### config.mk
export PLATFORM = sky130hd
export DESIGN_NAME = bp_wb_stream_tx
export DESIGN_NICKNAME = d
export VERILOG_FILES = /design/src/rtl/bp_wb_stream_tx.sv
export SDC_FILE = /design/constraint.sdc
export NUM_CORES = 1
export LEC_CHECK = 0
export BUFFER_PORTS_ARGS = -buffer_cell sky130_fd_sc_hd__buf_2
export CAP_MARGIN = 10
export CORE_AREA = 2 2 370 372
export DETAILED_ROUTE_END_ITERATION = 7
export DIE_AREA = 0 0 372 374
export RECOVER_POWER = 100
export SYNTH_ARGS = -nofsm -noshare
export SYNTH_HDL_FRONTEND = slang
export SYNTH_SLANG_ARGS = --single-unit
### constraint.sdc
create_clock -name clk -period 5.05 [get_ports clk]
set_clock_uncertainty 0.1 [all_clocks]
set_input_delay 0.2525 -clock clk [delete_from_list [all_inputs] [get_ports clk]]
set_output_delay 0.2525 -clock clk [all_outputs]
set_load 0.05 [all_outputs]
### src/rtl/bp_wb_stream_tx.sv
// Writeback transmitter: walks the core's output buffers (address-major, group-minor) and
// streams the registered writeback words out as AXI-Stream beats through a credit-guarded FIFO.
module bp_wb_stream_tx #(
  parameter int unsigned BP_COLS    = 64,
  parameter int unsigned ADDR_W     = 10,
  parameter int unsigned CNT_W      = 16,
  parameter int unsigned RD_LAT     = 2,
  parameter int unsigned FIFO_DEPTH = 4
) (
  input  logic                      clk,
  input  logic                      rst_n,
  input  logic                      start,
  input  logic [ADDR_W-1:0]         cfg_base_addr,
  input  logic [CNT_W-1:0]          cfg_num_words,
  input  logic [3:0]                cfg_num_grp,
  input  logic                      cfg_buf_sel,
  output logic                      busy,
  output logic                      done,
  output logic [2:0]                bp_out_buf_wb_en,
  output logic [BP_COLS*ADDR_W-1:0] bp_out_buf_wb_addr,
  output logic                      bp_out_buf_wb_sel,
  input  logic [127:0]              bp_out_wb_data,
  output logic [127:0]              m_axis_wb_tdata,
  output logic                      m_axis_wb_tvalid,
  input  logic                      m_axis_wb_tready,
  output logic                      m_axis_wb_tlast
);

  localparam int unsigned N_GRP  = BP_COLS / 8;
  localparam int unsigned PTR_W  = $clog2(FIFO_DEPTH);
  localparam int unsigned FCNT_W = PTR_W + 1;

  typedef enum logic [1:0] {StIdle, StRun, StDrain, StDone} state_e;

  state_e state_q, state_d;

  logic [CNT_W-1:0]  num_words_q;
  logic [3:0]        num_grp_q;
  logic              buf_sel_q;
  logic [CNT_W-1:0]  w_cnt_q;
  logic [2:0]        g_cnt_q;
  logic [ADDR_W-1:0] addr_q;
  logic [2:0]        wb_en_q;
  logic [RD_LAT-1:0] vld_q, last_q;

  logic [127:0]      mem_data [FIFO_DEPTH];
  logic              mem_last [FIFO_DEPTH];
  logic [PTR_W-1:0]  wr_ptr_q, rd_ptr_q;
  logic [FCNT_W-1:0] cnt_q;

  logic       start_ok, grp_last, word_last, credit, issue, final_issue;
  logic       push, push_last, pop, drain_ok;
  logic [3:0] grp_clamped;

  assign start_ok    = (state_q == StIdle) && start;
  assign grp_clamped = (cfg_num_grp == 4'd0 || cfg_num_grp > 4'(N_GRP)) ? 4'(N_GRP) : cfg_num_grp;
  assign grp_last    = ({1'b0, g_cnt_q} == (num_grp_q - 4'd1));
  assign word_last   = (w_cnt_q == (num_words_q - CNT_W'(1)));
  // Every in-flight read owns a FIFO slot, so backpressure can never drop a word.
  assign credit      = (int'(cnt_q) + $countones(vld_q)) < int'(FIFO_DEPTH);
  assign issue       = (state_q == StRun) && credit;
  assign final_issue = issue && grp_last && word_last;

  assign push      = vld_q[RD_LAT-1];
  assign push_last = last_q[RD_LAT-1];
  assign pop       = m_axis_wb_tvalid && m_axis_wb_tready;
  assign drain_ok  = (vld_q == '0) && ((cnt_q == '0) || (cnt_q == FCNT_W'(1) && pop));

  always_ff @(posedge clk) begin
    if (!rst_n) state_q <= StIdle;
    else        state_q <= state_d;
  end

  always_comb begin
    state_d = state_q;
    case (state_q)
      StIdle:  if (start) state_d = (cfg_num_words == '0) ? StDone : StRun;
      StRun:   if (final_issue) state_d = StDrain;
      StDrain: if (drain_ok) state_d = StDone;
      StDone:  state_d = StIdle;
      default: state_d = StIdle;
    endcase
  end

  always_comb begin
    busy = (state_q != StIdle);
    done = (state_q == StDone);
  end

  always_ff @(posedge clk) begin
    if (!rst_n) begin
      num_words_q <= '0;
      num_grp_q   <= '0;
      buf_sel_q   <= 1'b0;
      w_cnt_q     <= '0;
      g_cnt_q     <= '0;
      addr_q      <= '0;
      wb_en_q     <= '0;
      vld_q       <= '0;
      last_q      <= '0;
    end else begin
      if (start_ok) begin
        num_words_q <= cfg_num_words;
        num_grp_q   <= grp_clamped;
        buf_sel_q   <= cfg_buf_sel;
        w_cnt_q     <= '0;
        g_cnt_q     <= '0;
        if (cfg_num_words != '0) addr_q <= cfg_base_addr;
      end
      // addr_q always shows the pending issue; it stays on the last address after the job.
      if (issue) begin
        wb_en_q <= g_cnt_q;
        if (grp_last) begin
          g_cnt_q <= '0;
          if (!word_last) begin
            w_cnt_q <= w_cnt_q + CNT_W'(1);
            addr_q  <= addr_q + ADDR_W'(1);
          end
        end else begin
          g_cnt_q <= g_cnt_q + 3'd1;
        end
      end
      vld_q  <= {vld_q[RD_LAT-2:0], issue};
      last_q <= {last_q[RD_LAT-2:0], final_issue};
    end
  end

  always_ff @(posedge clk) begin
    if (!rst_n) begin
      wr_ptr_q <= '0;
      rd_ptr_q <= '0;
      cnt_q    <= '0;
    end else begin
      if (push) wr_ptr_q <= wr_ptr_q + PTR_W'(1);
      if (pop)  rd_ptr_q <= rd_ptr_q + PTR_W'(1);
      case ({push, pop})
        2'b10:   cnt_q <= cnt_q + FCNT_W'(1);
        2'b01:   cnt_q <= cnt_q - FCNT_W'(1);
        default: cnt_q <= cnt_q;
      endcase
    end
  end

  always_ff @(posedge clk) begin
    if (push) begin
      mem_data[wr_ptr_q] <= bp_out_wb_data;
      mem_last[wr_ptr_q] <= push_last;
    end
  end

  // Storage is not reset; gating with tvalid keeps the stream outputs at 0 when empty.
  assign m_axis_wb_tvalid   = (cnt_q != '0);
  assign m_axis_wb_tdata    = m_axis_wb_tvalid ? mem_data[rd_ptr_q] : '0;
  assign m_axis_wb_tlast    = m_axis_wb_tvalid && mem_last[rd_ptr_q];
  assign bp_out_buf_wb_en   = wb_en_q;
  assign bp_out_buf_wb_addr = {BP_COLS{addr_q}};
  assign bp_out_buf_wb_sel  = busy && buf_sel_q;

endmodule

Word level (Yosys, flattened, before mapping)
Memories as Yosys holds them, arrays and structs flattened. A register that Yosys moved wholly into a read port is not among the register bits. Cells that the tools add are included.

Memory bits (writable): 516. Logic and storage cells: 87. Input bits: 163. Output and inout port bits: 776. Memories: 2. Bits in registers: 66.

Memory list: mem_data (depth 4, width 128, read ports 1, clocked after memory_dff 1, wr ports 1, RTL line 46) `logic [127:0] mem_data [FIFO_DEPTH];`; mem_last (depth 4, width 1, read ports 1, clocked after memory_dff 1, wr ports 1, RTL line 47) `logic mem_last [FIFO_DEPTH];`.

Equality and inequality tests: 11. $add $sub $neg: 11. Multiplexer cells: 26. Reductions and logical operators: 22. $lt $le $gt $ge: 2.

Operators with widths (number): 128-bit two-way mux (1); 16-bit two-way mux (4); 10-bit two-way mux (5); 16-bit by 1-bit adder with 16-bit output, second input constant (1); 16-bit == test (1); 16-bit logical NOT (1); 2-bit two-way mux (8); 16-bit nonzero test (1); 16-bit by 1-bit subtractor with 16-bit output, second input constant (1); 10-bit by 1-bit adder with 10-bit output, second input constant (1); 1-bit logical AND (9); 3-bit two-way mux (3); 2-bit one-hot mux with 4 select lines (1); 3-bit by 1-bit adder with 3-bit output, second input constant (2); 2-bit == test, second input constant (3); 2-bit != test, second input constant (3); 3-bit one-hot mux with 2 select lines (1); 2-bit nonzero test (3); 2-bit by 1-bit adder with 2-bit output, second input constant (2); 3-bit by 2-bit adder with 4-bit output (1); 2-bit by 1-bit == test with 1-bit output, second input constant (2); 3-bit by 4-bit == test with 1-bit output (1); 4-bit > comparator, second input constant (1); 2-bit logical NOT (2); 12 further kinds (14).

Longest topological paths before layout
Gate-level depths: netlist (run 1).

Depth in word-level cells: 8. Mapped depth: 12. Depth with buffers taken out: 10.

Worst setup path before layout (run 1)
No wires, ideal clock.

Path kind: register to register. Start point: reg vld_q[1]. End point: mem mem_data[0][0] (enable). Setup time: 503 ps. Buffers on the path: 1. Clock period less this slack: 4154 ps. Arrival time: 3551 ps. Cell stages (with the launch flop): 3. Setup slack: 896 ps. Cells stage by stage: dfxtp_1 clkbuf_1 and2_1.

Longest elaborated chain between the ends: 2.

Ends and longest elaborated chain: start: declaration (RTL line 44) `logic [RD_LAT-1:0] vld_q, last_q;`; start signal: assignment (RTL line 123) `vld_q <= {vld_q[RD_LAT-2:0], issue};`; 1-bit two-way mux (RTL line 145) `if (push) begin`; 1-bit two-way mux (implied by the code) (RTL line 146) `mem_data[wr_ptr_q] <= bp_out_wb_data;`; end: declaration (RTL line 46).

No other way between the ends.

Worst setup path after layout (run 1)
Start point: reg num_words_q[0]. End point: reg w_cnt_q[5].

Longest elaborated chain between the ends: 5.

Ends and longest elaborated chain: start: declaration (RTL line 37) `logic [CNT_W-1:0] num_words_q;`; start signal: assignment (RTL line 103) `num_words_q <= cfg_num_words;`; 16-bit by 1-bit subtractor with 16-bit output (RTL line 58) `assign word_last = (w_cnt_q == (num_words_q - CNT_W'(1)));`; 16-bit == test (RTL line 58); 16-bit two-way mux (RTL line 115) `if (!word_last) begin`; 16-bit two-way mux (RTL line 113) `if (grp_last) begin`; 16-bit two-way mux (RTL line 111) `if (issue) begin`; end signal: assignment (RTL line 116) `w_cnt_q <= w_cnt_q + CNT_W'(1);`; end: declaration (RTL line 40) `logic [CNT_W-1:0] w_cnt_q;`.

No other way between the ends. A chain may end at the register's enable or synchronous reset.

==> parameters.txt, run 1 <==
Parameter                              Value

Critical path
  Crit path required time ... 5.32 ns
  CP peak stage delay ... between 0.7 and 0.8 ns
  Sequence of cells on the critical path ... or4_1, or4_1, xor2_1, a2111o_1, a311o_1, o21ai_4, clkbuf_1, or3_1, a31oi_1
  Most used cell, CP ... or4_1
  Arr. time, crit path ... 4.68 ns
  Launching element type of the critical path ... register
  Kind of capture point of the worst setup path ... register
  Maximum net fanout on the critical path ... 25
  Master of the slowest instance on the critical path ... clkbuf_1
  Crit Path Class ... reg -> reg
  Cell count of the worst reg-to-reg path ... 9

Floorplan
  Total core area ... 135,000 µm²
  Overall die height ... 374 µm
  Starting density of the core ... 0.208
  Horizontal extent of the die ... 372 µm
  # rows ... ~140
  Total die area ... between 100,000 and 150,000 µm²
  Boundary pin count ... 939

Drt
  Vias ... 16.2k
  Routed wire length per instance ... ~17 µm
  Routed wire length on met2 ... about 34,000 µm
  Met1 Wirelength ... between 30,000 and 40,000 µm
  Vias per Instance ... roughly 3.8
  Final Routed Wirelength ... roughly 74,000 µm
  Post-route antenna net violation count ... 0
  First drt pass iteration count ... 5
  Highest Signal Layer ... met5
  First-iteration detailed-routing DRC count ... about 1.1k
  Routed wire length on met3 ... roughly 5300 µm
  Residual DRC count ... 0

Final layout
  Final Cell Area ... between 30,000 and 40,000 µm²
  Total number of nets in the final design ... ~2.6k
  Relative area change from synthesis to final layout ... 16.9%
  FILL cells ... 14.5k
  Share of cells above drive strength 1 ... 0.126
  Finished Core Util ... 0.243
  Non-filler instance count after layout ... between 4k and 5k

Global routing
  Vias in the first global route ... about 15k
  Pin count of the biggest net entering global routing ... 130
  Total routing resource utilization after global routing ... 0.101
  Number of antenna violations at the first check in global routing ... 19
  Residual overflow from global routing ... 0
  Global-route wire length before repair ... 105,000 µm

Yosys
  Post-Synthesis Mean Instance Area ... between 10 and 15 µm²
  Share of synthesized area occupied by flip-flops and latches ... 0.602
  Flip-flop and latch count after synthesis ... approximately 600
  Leading area contributor after synthesis ... edfxtp_1
  Top_reg_cell synth ... edfxtp_1
  Synthesized-area fraction occupied by and/or/nand/nor cells ... 0.0715
  Parity-gate share of the synthesized area counting xor and xnor cells ... 0.00813
  Dominant combinational cell family by area after synthesis ... buffers and inverters
  Synthesized netlist cell count ... slightly below 2k
  Synthesized cell area ... 28,000 µm²
  EDFF count, synth ... about 520
  Fraction of the mapped netlist area in adder cells ... 0.00893
  Biggest area contributors in the synthesized netlist ... edfxtp_1, buf_4, mux4_2
  Synthesized netlist net count ... between 2k and 2.5k
  Fraction of synthesized area in multiplexers ... 0.106
  Number of different library cells in the post-synthesis netlist ... 53
  Fraction of post-synthesis cell area in the top cell type by area ... 0.553
  Share of flip-flops with an asynchronous set or reset after synthesis ... 0
  Number of warnings printed during yosys synthesis ... 0
  Fraction of the mapped netlist area in compound gates ... 0.0223

Power
  Leakage Power ... approximately 10 nW
  Pwr Total ... ~20 mW
  Maximum VDD drop ... 0.555 mV
  Pwr dens ... 599 nW/µm²

Place
  Port buffer count ... 938
  Area after detailed placement ... 30,200 µm²
  Cell count after placement ... roughly 4k
  HPWL after DPL ... between 50,000 and 60,000 µm
  Weighted congestion at the end of routability-driven global placement ... around 0.77
  Pre-CTS setup slack ... approximately 1.2 ns

Timing
  Count of final max-slew check failures ... a little over 1k
  Worst setup margin ... around 0.64 ns
  Total setup violations reported at the end of the flow ... 0
  Tightest hold margin ... 0.0682 ns
  Rel. slew slack ... -1.79
  Final TNS setup ... 0 ns
  Unrepaired setup endpoints after global routing ... false
  Measured slew at the worst slew-check pin ... ~4.2 ns
  Number of endpoints with negative hold slack in the final report ... 0
  Post-route minimum period ... 4.41 ns
  Period utilization ... 0.873
  Max Freq ... approximately 0.23 GHz

Clock network
  Clk Latency, worst-skew pair ... 0.62 ns
  Setup bufs post-CTS ... 0
  Maximum level of the CTS H-tree ... 3
  Root Buffer ... clkbuf_16
  Maximum buffer depth of the clock tree ... 3
  Number of clock sinks seen by CTS ... around 580
  Number of CTS-inserted buffers ... 67
  Clock transition at the registers of the reported paths ... approximately 0.06 ns
  Clock tree from TritonCTS ... yes

Status
  Status ... complete, but fails checks
  Failing checks ... capacitance limit, slew limit

Min path
  Hold/Removal Path Class ... in -> reg
  Number of cells on the worst hold path ... 4

Job
  Number of max-cap violations ... 16
[cell usage in the layout, fill, tap and decap left out, drive strengths merged, types with 13 or more instances in the layout]
cell,n
xor2,13
nor3,13
dlygate4sd3,163
ha,20
inv,25
nor2,34
and2,142
clkbuf,978
dfxtp,68
nand2,66
o21ai,20
edfxtp,516
a21oi,39
nor2b,13
clkinv,23
nand3,52
buf,68
mux4,129
xnor2,13
a31oi,19
[worst paths after layout]
path / start / endpoint / slack, ns
worst max-delay path: num_words_q[0]$_SDFFE_PN0P_ / w_cnt_q[5]$_SDFF_PN0_ / 0.64
worst min-delay path: m_axis_wb_tready / rd_ptr_q[0]$_SDFFE_PN0P_ / 0.07
worst max register to register: num_words_q[0]$_SDFFE_PN0P_ / w_cnt_q[5]$_SDFF_PN0_ / 0.64
worst min register to register: num_words_q[15]$_SDFFE_PN0P_ / num_words_q[15]$_SDFFE_PN0P_ / 0.37
[registers in the layout, indices dropped and copies added (netlist names), 3 cells and up, named ones only]
signal,count
cnt_q,3
bp_out_buf_wb_en,3
addr_q,10
mem_data,512
w_cnt_q,16
mem_last,4
num_words_q,16
num_grp_q,4
g_cnt_q,3
[report_power, final]
part / internal [mW] / switching (mW) / total (mW)
clock network: 2.64 / 2.00 / 4.64
registers: 5.45 / 0.322 / 5.77
logic: 1.91 / 7.30 / 9.21
[cell usage after synthesis, types with 18 or more instances]
master	count
nor2_1	34
buf_1	20
nand2_1	66
dfxtp_1	68
o21ai_0	18
nand3_1	52
buf_4	631
edfxtp_1	516
a31oi_1	19
ha_1	20
mux4_2	129
a21oi_1	39
and2_1	142
clkbuf_1	43
[cell type report]
cell class | instances | area, µm² | share of cell area
flip-flops and latches | 584 | 16900 | 0.515
well taps | 1781 | 2230 | 0.0680
multi-input cells | 652 | 6080 | 0.186
clock inverters | 34 | 327 | 0.00997
repair buffers | 1121 | 5390 | 0.165
clock buffers | 88 | 1780 | 0.0542
diodes | 8 | 20.0 | 0.000611
inverters | 17 | 63.8 | 0.00195
[worst max-delay path, delay by kind of cell, from the launching register on]
family          cells  cell delay [ns]
buf+inv             1             0.78
flops               1             0.36
compound gates      4             1.36
simple gates        3             1.38
xor+xnor            1             0.17
[layer usage]
metal,up-vias,GRT usage
li1,7440,-
met1,8053,0.134
met2,616,0.155
met3,117,0.0298
met4,14,0.0351
met5,-,0
[kinds of logic (layout without fill, tap and decap cells)]
kind of cell             count (synthesis)  after routing
XOR/XNOR                                26             26
multiplexers                           136            136
adder cells (fa/ha/maj)                 20             20
flip-flops                             584            584
other                                    0              8
AND/OR/NAND/NOR                        369            369
AO/OA/AOI/OAI                          101            101
buffers and inverters                  715           1260
[repair_timing]
item,CTS,global route
hold buffers,163,0
endpoints found under the hold margin,547,0
gates resized for setup,0,0
No activity file was read; power rests on OpenSTA's default activity.
==> inputs of run 2 (changes only) <==
--- a/config.mk
+++ b/config.mk
@@ -11,6 +11,7 @@
 export DETAILED_ROUTE_END_ITERATION = 7
 export DIE_AREA = 0 0 372 374
 export RECOVER_POWER = 100
+export REMOVE_ABC_BUFFERS = 1
 export SYNTH_ARGS = -nofsm -noshare
 export SYNTH_HDL_FRONTEND = slang
 export SYNTH_SLANG_ARGS = --single-unit
==> run 2 against run 1 <==
Against the previous run:
- the flow still finishes with violations (capacitance limit, slew limit)
- sequential cell count unchanged
- sequential share of layout area down 0.44 points
- combinational power up 0.8%
- clock power up 8.4%
- power up 2.1%
- via count up 1.5%
- critical path depth down 7
- cell count up 0.54%
- non-clock buffer count up 9
- critical path type is now reg -> out
- worst hold slack better by 0.23 ns
- final area up 0.86%
==> parameters.txt, run 2 (synthesis results as in run 1) <==
Parameter                              Value

Status
  Status ... complete, but fails checks
  Failing checks ... capacitance limit, slew limit

Place
  HPWL after DPL ... slightly above 50,000 µm
  Port buffer count ... roughly 940
  Weighted congestion at the end of routability-driven global placement ... ~0.75
  Area after detailed placement ... 30,300 µm²

Final layout
  Most frequent cells in the layout ... clkbuf_1, edfxtp_1, dlygate4sd3_1, and2_1, mux4_2
  Final Cell Area ... approximately 33,000 µm²
  Leading cell type in the layout, fill and taps excluded ... clkbuf_1
  Largest registers in the final layout ... mem_data: 512 flops, num_words_q: 16 flops, w_cnt_q: 16 flops
  Finished Core Util ... 0.245
  Share of cells above drive strength 1 ... 0.135
  Reg with most FFs ... mem_data
  Total number of nets in the final design ... about 2.6k
  Relative area change from synthesis to final layout ... 17.9%
  FILL cells ... around 14k
  Number of flip-flops under the largest register name ... 512

Job
  Number of max-cap violations ... 19

Clock network
  Clock tree from TritonCTS ... yes
  Maximum buffer depth of the clock tree ... 3
  Clock transition at the registers of the reported paths ... about 0.060 ns
  Root Buffer ... clkbuf_16
  Number of clock sinks seen by CTS ... 584
  Clk Latency, worst-skew pair ... ~0.65 ns
  Number of CTS-inserted buffers ... 71
  Setup bufs post-CTS ... 0
  Maximum level of the CTS H-tree ... 3

Floorplan
  Total core area ... approximately 130,000 µm²
  Total die area ... ~140,000 µm²
  Horizontal extent of the die ... roughly 370 µm
  Boundary pin count ... ~940
  # rows ... between 100 and 150
  Overall die height ... about 370 µm
  Starting density of the core ... 0.208

Timing
  Count of final max-slew check failures ... 1,001
  Number of endpoints with negative hold slack in the final report ... 0
  Period utilization ... 0.856
  Tightest hold margin ... 0.303 ns
  Unrepaired setup endpoints after global routing ... false
  Final TNS setup ... 0 ns
  Total setup violations reported at the end of the flow ... 0
  Measured slew at the worst slew-check pin ... approximately 3.4 ns
  Rel. slew slack ... -1.24
  Post-route minimum period ... about 4.3 ns
  Max Freq ... 0.231 GHz

Min path
  Hold/Removal Path Class ... in -> reg
  Source of the worst hold timing path ... bp_out_wb_data[2]
  Number of cells on the worst hold path ... 2
  Hold Path End ... mem_data[0][2]$_DFFE_PP_

Global routing
  Pin count of the biggest net entering global routing ... ~110
  Total routing resource utilization after global routing ... 0.105
  Residual overflow from global routing ... 0
  Global-route wire length before repair ... roughly 110,000 µm
  Number of antenna violations at the first check in global routing ... 28
  Vias in the first global route ... approximately 16k

Critical path
  Capture point of the worst reg-to-reg path ... addr_q[0]$_SDFF_PN0_
  Arr. time, crit path ... a little under 4 ns
  Cell count of the worst reg-to-reg path ... 9
  Crit Path Class ... reg -> out
  Kind of capture point of the worst setup path ... output pin
  Launching element type of the critical path ... register
  Launch instance of the worst register-to-register path ... num_words_q[0]$_SDFFE_PN0P_
  Maximum net fanout on the critical path ... 66
  Reg2reg setup slack ... between 0.7 and 0.8 ns
  Crit path required time ... 4.70 ns

Drt
  Residual DRC count ... 0
  Vias per Instance ... between 3 and 4
  Final Routed Wirelength ... approximately 77,000 µm
  Vias ... ~16k
  Post-route antenna net violation count ... 0
  Routed wire length per instance ... approximately 18 µm
  First-iteration detailed-routing DRC count ... 1,012
  First drt pass iteration count ... 4

Power
  Pwr dens ... a little over 600 nW/µm²
  Maximum VDD drop ... roughly 0.54 mV
  Leakage Power ... ~10 nW
-- run 2: worst max path at each step --
stage	slack [ns]	endpoint	startpoint	depth (start not counted)
6_report	0.73	bp_out_buf_wb_addr[305]	addr_q[5]$_SDFF_PN0_	2
5_1_grt	0.38	m_axis_wb_tdata[64]	register	4
4_1_cts	0.98	addr_q[5]$_SDFF_PN0_	num_words_q[0]$_SDFFE_PN0P_	9
3_5_place_dp	1.35	addr_q[0]$_SDFF_PN0_	num_words_q[0]$_SDFFE_PN0P_	9
3_3_place_gp	1.40	addr_q[0]$_SDFF_PN0_	num_words_q[0]$_SDFFE_PN0P_	9
2_1_floorplan	-21.87	addr_q[9]$_SDFF_PN0_	addr_q[2]$_SDFF_PN0_	6
-- run 2: metal layers --
layer | global-route usage | vias to the layer above | routed length [µm]
li1 | - | 7476 | -
met1 | 0.135 | 8153 | 32700
met2 | 0.166 | 729 | 35700
met3 | 0.0322 | 110 | 6900
met4 | 0.0333 | 16 | 1690
met5 | 0 | - | 112
-- run 2: worst max-delay path, cell delays in order (launching register included) --
cell and delay [ns]:
dfxtp_1 0.36, clkbuf_1 2.29, clkbuf_1 0.60
-- run 2: what timing repair did --
item | CTS | global route
setup endpoints to repair | 0 | 0
hold buffers | 164 | 0
hold endpoints to repair | 555 | 0
gates resized for setup | 0 | 0
-- run 2: area by class of cell --
| cell class | count | area [µm²] | share of cell area |
|---|---|---|---|
| clock buffers | 85 | 1840 | 0.0557 |
| inverters | 17 | 63.8 | 0.00193 |
| well taps | 1781 | 2230 | 0.0674 |
| multi-input cells | 652 | 6090 | 0.184 |
| flip-flops and latches | 584 | 16900 | 0.510 |
| repair buffers | 1130 | 5440 | 0.165 |
| diodes | 15 | 37.5 | 0.00114 |
| clock inverters | 44 | 472 | 0.0143 |
-- run 2: stage by stage --
| step | worst slack [ns] | power, mW | cells |
|---|---|---|---|
| after floorplan | -21.87 | 12.2 | 1253 |
| after CTS | 0.981 | 20.6 | 4293 |
| after global routing | 0.378 | 20.9 | 4298 |
| after detailed placement | 1.35 | 15.3 | 4000 |
| after global placement | 1.40 | 15.3 | 4000 |
| final | 0.725 | 20.0 | 4308 |
-- run 2: report_power, final --
group          leakage, nW  internal [mW]  total, mW  switching (mW)
sequential            5.20           5.45       5.73           0.281
clock                 1.12           2.91       5.03            2.12
combinational         3.99           1.96       9.28            7.32
total                 10.3           10.3       20.0            9.72
